$ cat src/rtl/isa_pkg.sv
// isa_pkg: opcode map, flag encodings and sequencer state shared by the core
package isa_pkg;
    localparam logic [4:0] OP_ADD  = 5'b00000;
    localparam logic [4:0] OP_SUB  = 5'b00001;
    localparam logic [4:0] OP_AND  = 5'b00010;
    localparam logic [4:0] OP_OR   = 5'b00011;
    localparam logic [4:0] OP_XOR  = 5'b00100;
    localparam logic [4:0] OP_NOT  = 5'b00101;
    localparam logic [4:0] OP_SHL  = 5'b00110;
    localparam logic [4:0] OP_SHR  = 5'b00111;
    localparam logic [4:0] OP_CMP  = 5'b01000;
    localparam logic [4:0] OP_MOV  = 5'b01001;
    localparam logic [4:0] OP_LDR  = 5'b01010;
    localparam logic [4:0] OP_LDI  = 5'b01011;
    localparam logic [4:0] OP_STR  = 5'b01100;
    localparam logic [4:0] OP_STI  = 5'b01101;
    localparam logic [4:0] OP_INC  = 5'b01110;
    localparam logic [4:0] OP_DEC  = 5'b01111;
    localparam logic [4:0] OP_ADDI = 5'b10000;
    localparam logic [4:0] OP_SUBI = 5'b10001;
    localparam logic [4:0] OP_CMPI = 5'b10010;
    localparam logic [4:0] OP_JMP  = 5'b10011;
    localparam logic [4:0] OP_JNE  = 5'b10100;
    localparam logic [4:0] OP_JEQ  = 5'b10101;
    localparam logic [4:0] OP_MULT = 5'b10110;
    localparam logic [4:0] OP_NOP  = 5'b10111;

    localparam logic [1:0] FLAG_NONE = 2'b00;
    localparam logic [1:0] FLAG_EQ   = 2'b01;
    localparam logic [1:0] FLAG_GT   = 2'b10;

    typedef enum logic [2:0] {
        RUN,
        MUL_EXE,
        MUL_WB_LO,
        MUL_WB_HI,
        LD_WAIT,
        BR_FLUSH
    } seq_state_t;
endpackage

$ cat src/rtl/exec_sequencer_if.sv
// exec_sequencer_if: decode-side inputs and pipeline/PC controls of the sequencer
interface exec_sequencer_if #(parameter int CNT_W = 16);
    logic             id_valid;
    logic [4:0]       opcode;
    logic [1:0]       flags;
    logic             pc_en;
    logic             pc_load;
    logic             id_hold;
    logic             flush;
    logic             mul_start;
    logic             wb_en;
    logic             wb_hi_sel;
    logic             busy;
    logic [CNT_W-1:0] retired;

    modport master (
        output id_valid, opcode, flags,
        input  pc_en, pc_load, id_hold, flush, mul_start, wb_en, wb_hi_sel, busy, retired
    );
    modport slave (
        input  id_valid, opcode, flags,
        output pc_en, pc_load, id_hold, flush, mul_start, wb_en, wb_hi_sel, busy, retired
    );
endinterface

$ cat src/rtl/seq_down_counter.sv
// seq_down_counter: loadable 4-bit down-counter that saturates at zero
module seq_down_counter (
    input  logic       clk,
    input  logic       rst_n,
    input  logic       load,
    input  logic [3:0] ld_val,
    output logic       zero
);
    logic [3:0] cnt;

    // load has priority; otherwise count down and hold at zero
    always_ff @(posedge clk or negedge rst_n) begin
        if (!rst_n) cnt <= '0;
        else if (load) cnt <= ld_val;
        else if (cnt != 4'd0) cnt <= cnt - 4'd1;
    end

    assign zero = cnt == 4'd0;
endmodule

$ cat src/rtl/exec_sequencer.sv
// exec_sequencer: stalls the pipeline for multiply/load, resolves jumps, counts retires
module exec_sequencer
    import isa_pkg::*;
#(
    parameter int MUL_LAT     = 4,
    parameter int LD_LAT      = 2,
    parameter int FLUSH_DEPTH = 2,
    parameter int CNT_W       = 16
) (
    input logic               clk,
    input logic               rst_n,
    exec_sequencer_if.slave   bus
);
    // Wait states cover LAT-1 cycles after the issue cycle in RUN, so the counter
    // starts at LAT-2 and the wait state is skipped entirely when LAT is 1.
    localparam logic [3:0] MUL_LD   = 4'(MUL_LAT > 1 ? MUL_LAT - 2 : 0);
    localparam logic [3:0] LD_LD    = 4'(LD_LAT > 1 ? LD_LAT - 2 : 0);
    localparam logic [3:0] FLUSH_LD = 4'(FLUSH_DEPTH > 1 ? FLUSH_DEPTH - 2 : 0);

    seq_state_t       state;
    logic [CNT_W-1:0] retired_q;
    logic             zero;
    logic             run, is_mul, is_ld, taken, retire;
    logic             pc_en_c, id_hold_c, flush_c;
    logic [3:0]       ld_val;

    seq_down_counter u_cnt (
        .clk    (clk),
        .rst_n  (rst_n),
        .load   (run),
        .ld_val (ld_val),
        .zero   (zero)
    );

    // decode the instruction in RUN and derive the per-state control levels
    always_comb begin
        run    = state == RUN;
        is_mul = bus.id_valid && bus.opcode == OP_MULT;
        is_ld  = bus.id_valid && (bus.opcode == OP_LDR || bus.opcode == OP_LDI);
        taken  = bus.id_valid && (bus.opcode == OP_JMP ||
                 (bus.opcode == OP_JEQ && bus.flags == FLAG_EQ) ||
                 (bus.opcode == OP_JNE && (bus.flags == FLAG_NONE || bus.flags == FLAG_GT)));
        ld_val = is_mul ? MUL_LD : is_ld ? LD_LD : FLUSH_LD;
        retire = (run && bus.id_valid && !is_mul && !(is_ld && LD_LAT > 1) && bus.opcode != OP_NOP)
                 || state == MUL_WB_HI || (state == LD_WAIT && zero);
        pc_en_c   = run ? !(is_mul || is_ld || taken) : state == BR_FLUSH;
        id_hold_c = run ? (is_mul || is_ld) : state != BR_FLUSH;
        flush_c   = run ? taken : state == BR_FLUSH;
    end

    // sequencer state and retired-instruction counter
    always_ff @(posedge clk or negedge rst_n) begin
        if (!rst_n) begin
            state     <= RUN;
            retired_q <= '0;
        end else begin
            retired_q <= retired_q + CNT_W'(retire);
            case (state)
                RUN:       state <= is_mul ? (MUL_LAT > 1 ? MUL_EXE : MUL_WB_LO)
                                  : is_ld ? (LD_LAT > 1 ? LD_WAIT : RUN)
                                  : taken ? (FLUSH_DEPTH > 1 ? BR_FLUSH : RUN) : RUN;
                MUL_EXE:   state <= zero ? MUL_WB_LO : MUL_EXE;
                MUL_WB_LO: state <= MUL_WB_HI;
                MUL_WB_HI: state <= RUN;
                LD_WAIT:   state <= zero ? RUN : LD_WAIT;
                BR_FLUSH:  state <= zero ? RUN : BR_FLUSH;
                default:   state <= RUN;
            endcase
        end
    end

    // outputs are forced low while reset is asserted
    assign bus.pc_en     = rst_n && pc_en_c;
    assign bus.pc_load   = rst_n && run && taken;
    assign bus.id_hold   = rst_n && id_hold_c;
    assign bus.flush     = rst_n && flush_c;
    assign bus.mul_start = rst_n && run && is_mul;
    assign bus.wb_en     = rst_n && (state == MUL_WB_LO || state == MUL_WB_HI);
    assign bus.wb_hi_sel = rst_n && state == MUL_WB_HI;
    assign bus.busy      = rst_n && !run;
    assign bus.retired   = retired_q;
endmodule

$ cat src/flat_wrapper.sv
// flat-port wrapper written by rule: the top's interface ports become plain ports
module exec_sequencer_flat import isa_pkg::*;
#(
    parameter int MUL_LAT     = 4,
    parameter int LD_LAT      = 2,
    parameter int FLUSH_DEPTH = 2,
    parameter int CNT_W       = 16
)
  (clk, rst_n, bus_id_valid, bus_opcode, bus_flags, bus_pc_en, bus_pc_load, bus_id_hold, bus_flush, bus_mul_start, bus_wb_en, bus_wb_hi_sel, bus_busy, bus_retired);
  exec_sequencer_if #(.CNT_W(CNT_W)) bus_i ();
  input logic clk;
  input logic rst_n;
  input wire logic [$bits(bus_i.id_valid)-1:0] bus_id_valid;
  input wire logic [$bits(bus_i.opcode)-1:0] bus_opcode;
  input wire logic [$bits(bus_i.flags)-1:0] bus_flags;
  output wire logic [$bits(bus_i.pc_en)-1:0] bus_pc_en;
  output wire logic [$bits(bus_i.pc_load)-1:0] bus_pc_load;
  output wire logic [$bits(bus_i.id_hold)-1:0] bus_id_hold;
  output wire logic [$bits(bus_i.flush)-1:0] bus_flush;
  output wire logic [$bits(bus_i.mul_start)-1:0] bus_mul_start;
  output wire logic [$bits(bus_i.wb_en)-1:0] bus_wb_en;
  output wire logic [$bits(bus_i.wb_hi_sel)-1:0] bus_wb_hi_sel;
  output wire logic [$bits(bus_i.busy)-1:0] bus_busy;
  output wire logic [$bits(bus_i.retired)-1:0] bus_retired;
  assign bus_i.id_valid = bus_id_valid;
  assign bus_i.opcode = bus_opcode;
  assign bus_i.flags = bus_flags;
  assign bus_pc_en = bus_i.pc_en;
  assign bus_pc_load = bus_i.pc_load;
  assign bus_id_hold = bus_i.id_hold;
  assign bus_flush = bus_i.flush;
  assign bus_mul_start = bus_i.mul_start;
  assign bus_wb_en = bus_i.wb_en;
  assign bus_wb_hi_sel = bus_i.wb_hi_sel;
  assign bus_busy = bus_i.busy;
  assign bus_retired = bus_i.retired;
  exec_sequencer #(.MUL_LAT(MUL_LAT), .LD_LAT(LD_LAT), .FLUSH_DEPTH(FLUSH_DEPTH), .CNT_W(CNT_W)) u_core (.clk(clk), .rst_n(rst_n), .bus(bus_i));
endmodule
$ cat config.mk
export PLATFORM = sky130hd
export DESIGN_NAME = exec_sequencer_flat
export DESIGN_NICKNAME = d
export VERILOG_FILES = /design/src/rtl/isa_pkg.sv /design/src/rtl/exec_sequencer_if.sv /design/src/rtl/seq_down_counter.sv /design/src/rtl/exec_sequencer.sv /design/src/flat_wrapper.sv
export SDC_FILE = /design/constraint.sdc
export NUM_CORES = 1
export LEC_CHECK = 0
export CAP_MARGIN = 20
export CELL_PAD_IN_SITES_DETAIL_PLACEMENT = 1
export CELL_PAD_IN_SITES_GLOBAL_PLACEMENT = 1
export CORE_UTILIZATION = 41
export CTS_BUF_LIST = sky130_fd_sc_hd__clkbuf_2
export DETAILED_ROUTE_END_ITERATION = 6
export PLACE_DENSITY = 0.88
export SLEW_MARGIN = 20
export SYNTH_ARGS = -nofsm -noshare
export SYNTH_HDL_FRONTEND = slang
export SYNTH_SLANG_ARGS = --single-unit
$ cat constraint.sdc
create_clock -name clk -period 4.67 [get_ports clk]
set_clock_uncertainty 0.05 [all_clocks]
set_input_delay 0.934 -clock clk [delete_from_list [all_inputs] [get_ports clk]]
set_output_delay 0.934 -clock clk [all_outputs]
set_load 0.01 [all_outputs]
==> results.txt <==
Clk Latency, worst-skew pair -> 0.32 ns
Multi-input logic area -> 698 um^2
Slew at the pin closest to its max-slew limit -> 0.655 ns
GRT Overall Usage -> 0.206
Power density relative to cell area -> 430 mW/mm^2
Result of the run -> finished, final reports clean
Leakage -> 0.744 nW
Top Ports -> 34
Met1 layer wirelength in the final routing -> 1.36 mm
Commonest non-fill, non-tap cells in the layout -> sky130_fd_sc_hd__clkdlybuf4s50_1, sky130_fd_sc_hd__dfrtp_1, sky130_fd_sc_hd__xnor2_1
Crit path largest cell delay -> 0.53 ns
Leading register cell type out of synthesis -> sky130_fd_sc_hd__dfrtp_1
RSZ-0062 raised after global routing -> no
TritonCTS sink count -> 23
Final global-route overflow total -> 0
Chip Height -> 58.4 um
Uppermost layer routed -> met4
Worst slew margin relative to its limit -> 0.562
Count of fill cells added during filler insertion -> 349
Type of the setup path with the least slack -> input pin to output port
Number of antenna diodes -> 0
Hold Path Class -> flip-flop to flip-flop
Post-synthesis sequential area ratio -> 0.441
Yosys reg bits -> 23
Die boundary width -> 58.4 um
Net count of the mapped netlist -> 144
Number of enable-type register cells in the synthesized netlist -> 0
Combined area of all synthesized cells -> 0.00131 mm^2
Ratio of cells with drive above 1 in the final layout -> 0.0854
CTS HTree Levels -> 1
Placed wire-length estimate after detailed placement -> 2.39 mm
Antenna-violating nets left -> 0
Async set-reset flop share out of synthesis -> 1.00
Total of warnings raised by yosys -> 0
Drt pass-1 iters -> 4
Via count of the first global-routing pass -> 1,134
Clock transition time at the flip-flop clock pins of the worst setup and hold paths -> 0.21 ns
Maximum fanout count along the critical path -> 6
Die area -> 0.00341 mm^2
Slew Limit Fails -> 0
Final weighted congestion of routability-driven global placement -> 0.763
Post-layout nets -> 180
Via count normalized by instance count -> 5.30
Initial Util -> 0.431
Post-synthesis share of cell area spent on and, or, nand and nor gates -> 0.297
Startpoint type of the worst setup path -> input pin
Maximum count of clock buffers along a single path -> 2
Final-layout setup total negative slack -> 0 ns
Maximum clock frequency -> 265 MHz
Post-synth top area cell -> sky130_fd_sc_hd__dfrtp_1
Average detailed-routed wire length per instance -> 14.8 um
Largest net degree at the start of global routing -> 24
Worst ir drop on vdd -> 0.174 mV
Leading post-synthesis cells by cell area -> sky130_fd_sc_hd__dfrtp_1, sky130_fd_sc_hd__xnor2_1, sky130_fd_sc_hd__ha_1
Data arrival at the endpoint of the critical path -> 2.79 ns
Number of max-capacitance violations reported -> 0
End-of-flow core utilization -> 0.563
Via count -> 1,102
Most numerous cell on the critical path -> sky130_fd_sc_hd__clkdlybuf4s50_1
Global-route wire length before repair -> 5.32 mm
Hold Slack -> 0.441 ns
Period utilization -> 0.809
Detailed route wirelength on metal3 -> 99 um
Synthesis-to-layout area growth -> 30.7%
Number of antenna violations at the first check in global routing -> 0
Aggregate routed wire length -> 3.07 mm
Core footprint -> 0.00303 mm^2
Mean Syn Cell Area -> 10.1 um^2
Standard-cell rows -> 20
Synth Area in Adders -> 0.0479
Share of the synthesized area in the top cell type -> 0.441
Number of setup violations in the final report -> 0
Port bufs -> 33
Hold violation count in the final report -> 0
Count of routing violations after the opening detailed-route iteration -> 28
Largest family of logic cells by synthesized area -> simple AND/OR/NAND/NOR gates
Number of buffers created by CTS -> 3
Final period demand of the worst path -> 3.78 ns
Critical-path cell list -> clkdlybuf4s50_1 > nand3b_1 > nor3b_1 > a21oi_1 > a41o_1 > clkdlybuf4s50_1
CTS tree -> yes
Post-CTS setup buffers -> 0
Most common cell after layout, fill and taps aside -> sky130_fd_sc_hd__clkdlybuf4s50_1
Total DRC errors in the routed layout -> 0
Cts repair resizes -> 0
Synth Area in XOR/XNOR -> 0.107
Number of library cell types mapped by synthesis -> 37
Combined flip-flop and latch cell area -> 576 um^2
Library cell contributing the largest single delay on the critical path -> sky130_fd_sc_hd__clkdlybuf4s50_1
Multiplexer fraction of the synthesized cell area -> 0
Mapped Cells -> 129
Number of buffers inserted for hold repair after clock tree synthesis -> 0
Capturing element type of the critical path -> output port
Routed length on met2 -> 1.58 mm
CTS root buf -> sky130_fd_sc_hd__clkbuf_2
Data required, critical path -> 3.69 ns
Compound-Gate Fraction of Synth Area -> 0.0825
[final cells by class]
cell class                 instances  area share
inverter                           5      0.0110
clock buffer                       4      0.0117
sequential                        23       0.337
tap                               44      0.0323
multi-input combinational         98       0.409
timing repair buffer              34       0.198
[critical path: cells and delay by family]
family | cells | cell delay, ns
buffers and inverters | 2 | 1.04
AND/OR/NAND/NOR | 2 | 0.23
AO/OA/AOI/OAI | 2 | 0.59
[logic make-up (layout without fill, tap and decap cells)]
logic type,Yosys count,count (layout)
AND/OR/NAND/NOR,59,59
adder cells (fa/ha/maj),5,5
flip-flops,23,23
AO/OA/AOI/OAI,18,18
XOR/XNOR,16,16
buffers and inverters,8,43
[final timing paths]
| kind | to | depth (start not counted) | slack (ns) | startpoint |
|---|---|---|---|---|
| hold reg to reg | u_core.bus.retired[15]$_DFF_PN0_ | 1 | 0.44 | u_core.bus.retired[15]$_DFF_PN0_ |
| hold / removal | u_core.bus.retired[15]$_DFF_PN0_ | 1 | 0.44 | u_core.bus.retired[15]$_DFF_PN0_ |
| max in group asynchronous | u_core.bus.retired[0]$_DFF_PN0_ | 2 | 3.19 | rst_n |
| setup / recovery | bus_pc_en | 6 | 0.89 | bus_id_valid |
| min in group asynchronous | u_core.state[0]$_DFF_PN0_ | 1 | 0.77 | rst_n |
| setup reg to reg | u_core.bus.retired[14]$_DFF_PN0_ | 10 | 2.07 | u_core.u_cnt.cnt[0]$_DFFE_PN0P_ |
[routing by layer]
layer  global-route usage  vias up
li1                     -      528
met1                0.252      542
met2                0.378       28
met3               0.0308        4
met4               0.0510        0
met5                    0        -
[flip-flops by register name (all words and copies together), names as in the netlist]
name and count:
u_core.bus.retired 16, u_core.u_cnt.cnt 4, u_core.state 3
[synthesized netlist by cell type (2+ instances only)]
| cell type | instances |
|---|---|
| sky130_fd_sc_hd__nor3_1 | 6 |
| sky130_fd_sc_hd__a21oi_1 | 7 |
| sky130_fd_sc_hd__nand3b_1 | 3 |
| sky130_fd_sc_hd__nand2_1 | 9 |
| sky130_fd_sc_hd__ha_1 | 5 |
| sky130_fd_sc_hd__nor2_1 | 8 |
| sky130_fd_sc_hd__and3_1 | 2 |
| sky130_fd_sc_hd__nand4_1 | 2 |
| sky130_fd_sc_hd__nor3b_1 | 4 |
| sky130_fd_sc_hd__nand3_1 | 7 |
| sky130_fd_sc_hd__clkbuf_1 | 2 |
| sky130_fd_sc_hd__nor2b_1 | 3 |
| sky130_fd_sc_hd__inv_1 | 5 |
| sky130_fd_sc_hd__xnor2_1 | 11 |
| sky130_fd_sc_hd__dfrtp_1 | 23 |
| sky130_fd_sc_hd__and3b_1 | 2 |
| sky130_fd_sc_hd__and2_1 | 2 |
| sky130_fd_sc_hd__o21ai_0 | 5 |
| sky130_fd_sc_hd__xor2_1 | 5 |
[power by group]
part	internal (mW)	switching (mW)	total (mW)	leakage [nW]
registers	0.247	0.0681	0.315	0.295
logic	0.172	0.165	0.337	0.433
clock network	0.0227	0.0586	0.0812	0.0166
total	0.442	0.291	0.733	0.744
[through the flow]
step                      power [mW]  cell area (um^2)  setup slack (ns)  cells
after floorplan                0.514              1310              1.98    129
after global placement         0.637              1690              1.00    204
after detailed placement       0.660              1690             0.892    204
after CTS                      0.742              1710             0.888    208
after global routing           0.794              1710             0.794    208
final                          0.733              1710             0.894    208
(Power assumes the default switching activity.)
